## config.mk

```make
export PLATFORM = sky130hd
export DESIGN_NAME = sa_child_resp_merge
export DESIGN_NICKNAME = d
export VERILOG_FILES = /design/src/rtl/sa_child_resp_merge.sv
export SDC_FILE = /design/constraint.sdc
export NUM_CORES = 1
export LEC_CHECK = 0
export CAP_MARGIN = 20
export CORE_MARGIN = 2
export CORE_UTILIZATION = 42
export DETAILED_ROUTE_END_ITERATION = 16
export GPL_TIMING_DRIVEN = 0
export PLACE_DENSITY = 0.82
export SYNTH_ARGS = -nofsm -noshare
export SYNTH_HDL_FRONTEND = slang
export SYNTH_SLANG_ARGS = --single-unit
```

## constraint.sdc

```tcl
create_clock -name clk -period 5.5 [get_ports clk]
set_input_delay 1.65 -clock clk [delete_from_list [all_inputs] [get_ports clk]]
set_output_delay 1.65 -clock clk [all_outputs]
set_load 0.01 [all_outputs]
```

## src/rtl/sa_child_resp_merge.sv

```systemverilog
// Round-robin merge of N_CHILD request channels into one registered output slot; 1-cycle accept-to-output latency.
// Backpressure: while the slot is full and out_ready is low, every in_ready bit is held at zero.
module sa_child_resp_merge #(
   parameter int DATA_W  = 32,
   parameter int N_CHILD = 5
) (
   input  logic                      clk,
   input  logic                      rst_n,
   input  logic [N_CHILD-1:0]        in_valid,
   input  logic [N_CHILD*DATA_W-1:0] in_data,
   output logic [N_CHILD-1:0]        in_ready,
   output logic                      out_valid,
   output logic [DATA_W-1:0]         out_data,
   output logic [2:0]                out_src,
   input  logic                      out_ready,
   output logic [15:0]               xfer_count
);

   logic              r_out_valid;
   logic [DATA_W-1:0] r_out_data;
   logic [2:0]        r_out_src;
   logic [15:0]       r_xfer_count;
   logic [2:0]        r_rr_ptr;

   logic              w_load_en;
   logic              w_found;
   logic [2:0]        w_grant;
   logic [2:0]        w_rr_next;
   logic [DATA_W-1:0] w_grant_dat;

   assign w_load_en = !r_out_valid || out_ready;

   // Search upward from r_rr_ptr, wrapping modulo N_CHILD; first requester wins.
   always_comb begin
      int idx;
      w_found = 1'b0;
      w_grant = 3'd0;
      idx     = 0;
      for (int k = 0; k < N_CHILD; k++) begin
         idx = int'(r_rr_ptr) + k;
         if (idx >= N_CHILD) idx = idx - N_CHILD;
         if (!w_found && in_valid[idx]) begin
            w_found = 1'b1;
            w_grant = 3'(idx);
         end
      end
   end

   assign w_rr_next   = (w_grant == 3'(N_CHILD-1)) ? 3'd0 : w_grant + 3'd1;
   assign w_grant_dat = in_data[w_grant*DATA_W +: DATA_W];

   // rst_n gate keeps in_ready low for the whole time reset is held.
   always_comb begin
      in_ready = '0;
      if (rst_n && w_load_en && w_found) in_ready[w_grant] = 1'b1;
   end

   always_ff @(posedge clk or negedge rst_n) begin
      if (!rst_n) begin
         r_out_valid  <= 1'b0;
         r_out_data   <= '0;
         r_out_src    <= 3'd0;
         r_rr_ptr     <= 3'd0;
         r_xfer_count <= 16'd0;
      end else begin
         if (w_load_en) begin
            r_out_valid <= w_found;
            if (w_found) begin
               r_out_data <= w_grant_dat;
               r_out_src  <= w_grant;
               r_rr_ptr   <= w_rr_next;
            end
         end
         if (r_out_valid && out_ready) r_xfer_count <= r_xfer_count + 16'd1;
      end
   end

   assign out_valid  = r_out_valid;
   assign out_data   = r_out_data;
   assign out_src    = r_out_src;
   assign xfer_count = r_xfer_count;

endmodule

```

==> metrics <==
Yosys reg bits 55; Inserted Clock Buffers 5; FFs w/ async S/R, synth 100%; Worst setup SP type input port; fin crit period 5.58 ns; Slew @ Worst Pin 0.599 ns; failing checks negative setup slack; Max transition margin 60.1%; CTS tree built; Final Hold Viols 0; final core utilization 71.3%; DR vias/cell 6.04; clock slew at reported path FFs 0.12 ns; via count 5423; worst setup slack after layout -0.0810 ns; DRT antenna net count 0; Crit Path Max Fanout 4; fmax 179 MHz; Hold Path Class reg -> reg; number of antenna diodes 0; HP Start xfer_count[15]; CP max stage delay 0.47 ns; total track usage 29.9%; Worst Hold Depth 1; # port buffers 224; maximum clock path buffer count 2; R2R Path End out_data[23]; Root Buffer clkbuf_8; largest net degree at the start of global routing 39; # H-tree levels 2; CP arrival 3.93 ns; wire per inst 20.9 µm; Worst Skew 0.0169 ns; status complete, but fails checks; gr ovfl total 0; vias in the first global route 5308; Synth area leaders dfrtp_1 (29%), mux2_4 (8.7%), a22oi_2 (7.2%); Mapped Area 4670 µm²; endpoint class of the critical path output pin; reg2reg start r_rr_ptr[0]; most frequent cells in the layout clkdlybuf4s50_1 (213), dfrtp_1 (52), buf_4 (49); Post-Syn Instances 485; RSZ-0062 raised after global routing true; row count 38; initial core utilization 43.1%; r2r setup slk 1.25 ns; Final Cell Area 7730 µm²; initial antenna violation count 0; most common cell after layout, fill and taps aside clkdlybuf4s50_1; # DRC 0; Avg Inst Size Synth 9.63 µm²; hold_ws 0.483 ns; WP data required 3.85 ns; DR iter-0 viols 424; Post-DP Area 7100 µm²; EDFF count, synth 0; GPL Wtd Cong 0.958; width of the die 109 µm; core region area 10800 µm²; number of max-cap violations 0; drt pass-1 iters 5; total wire length 18.8 mm; Most common cell on crit path buf_6; net count reported at finish 939; post-synth top area share 29.5%; Num Clock Sinks 55; reg2reg path depth 18; slowest CP cell mux4_2; yosys warns 0; Final Cycle Share 101%; P&R area growth vs syn 65.5%; # IOs 225; worst skew pair latency 0.32 ns; Final HPWL DP 14.0 mm; Hold EP xfer_count[15]; critical path type in -> out; first-pass GRT wire length 27.7 mm; max-slew violation count 0; Syn Nets 667; die height 109 µm; # setup viols final 3; Synth area leader dfrtp_1; Netlist cell types 63; die area 12000 µm²; Post-synth top flop dfrtp_1; Seq/Total Area, Yosys 29.5%; layout cells sized above 1 25.2%; critical path, cell by cell buf_12, mux4_2, a22oi_2, buf_4, o21ai_4, mux2i_1, a221o_1, buf_6, o22ai_4, buf_6, nor3b_4, buf_6
-- synthesized netlist by cell type, types with 3 or more instances --
cell type	count
a21o_1	6
dfrtp_1	55
o21a_1	3
buf_4	8
or3_1	5
inv_1	9
a22oi_2	27
o2bb2ai_1	3
nor2b_1	10
o211ai_1	5
nand3_1	7
mux2i_1	5
a211oi_1	5
xnor2_1	12
ha_1	14
nor3b_1	5
xor2_1	7
nand2_1	18
buf_2	17
nand2b_1	4
clkbuf_1	8
o21ai_0	9
and3_1	7
o22ai_1	34
a31oi_1	33
nor3_1	7
mux2_4	27
a21oi_1	43
buf_6	6
and2_1	5
mux2_2	12
nor2_1	18
a22oi_1	9
nand4_1	4
-- registers in the layout, indices dropped and copies added, names as in the netlist --
name        flops
out_valid       1
out_data       32
r_rr_ptr        3
xfer_count     16
out_src         3
-- layer usage --
metal / track usage, % / vias to the layer above / wire length (µm)
met5: 0 / - / 0
met3: 4.86 / 57 / 1500
met2: 52.9 / 316 / 9400
met1: 36.0 / 2623 / 7080
li1: - / 2427 / -
met4: 11.8 / 0 / 805
-- critical path: cells and delay by family --
kind | cells | cell delay [ns]
AOI/OAI and AO/OA | 4 | 0.82
buffers and inverters | 5 | 0.67
muxes | 2 | 0.62
and+or+nand+nor | 1 | 0.18
-- kinds of logic after synthesis --
logic type                 Yosys count  share of synthesized area (%)
AOI/OAI and AO/OA                  200                           31.4
and+or+nand+nor                    103                           12.3
DFF                                 55                           29.5
buffers and inverters               48                           5.92
muxes                               46                           13.6
xor gates and xnor gates            19                           3.56
adders and majority gates           14                           3.75
-- worst max-delay path by stage --
stage | cells past startpoint | slack, ns | end | from
finish | 12 | -0.08 | in_ready[0] | in_valid[2]
global route | 12 | -0.15 | in_ready[0] | in_valid[2]
CTS | 12 | -0.04 | in_ready[0] | in_valid[2]
detailed placement | 10 | -1.44 | in_ready[0] | in_valid[2]
global placement | 4 | -1.58 | in_ready[0] | rst_n
floorplan | 8 | 0.01 | in_ready[0] | in_valid[2]
-- cell type report --
class,instances,area [µm²]
Inverter,9,41.3
Multi-Input combinational cell,382,3150
Clock buffer,5,68.8
Buffer,35,251
Sequential cell,55,1380
Clock inverter,3,22.5
Timing Repair Buffer,269,2640
Tap cell,140,175
Fill cell,767,3110
-- stage by stage --
| step | instances | worst slack (ns) | TNS [ns] |
|---|---|---|---|
| global route | 898 | -0.148 | -0.428 |
| detailed placement | 850 | -1.44 | -6.92 |
| global placement | 849 | -1.58 | -7.60 |
| floorplan | 485 | 0.00991 | 0 |
| finish | 898 | -0.0810 | -0.174 |
| CTS | 886 | -0.0417 | -0.0913 |
-- timing repair --
item                                    CTS  global route
setup buffers                            30            13
pin swaps                                10            12
resized for setup                        87            20
gates cloned                              1             0
hold buffers                              0             0
endpoints found under the setup margin    5             5
Power is left out: the tool's default activity adds up to more than one toggle a clock period on the data nets, which glitch-free logic cannot reach.
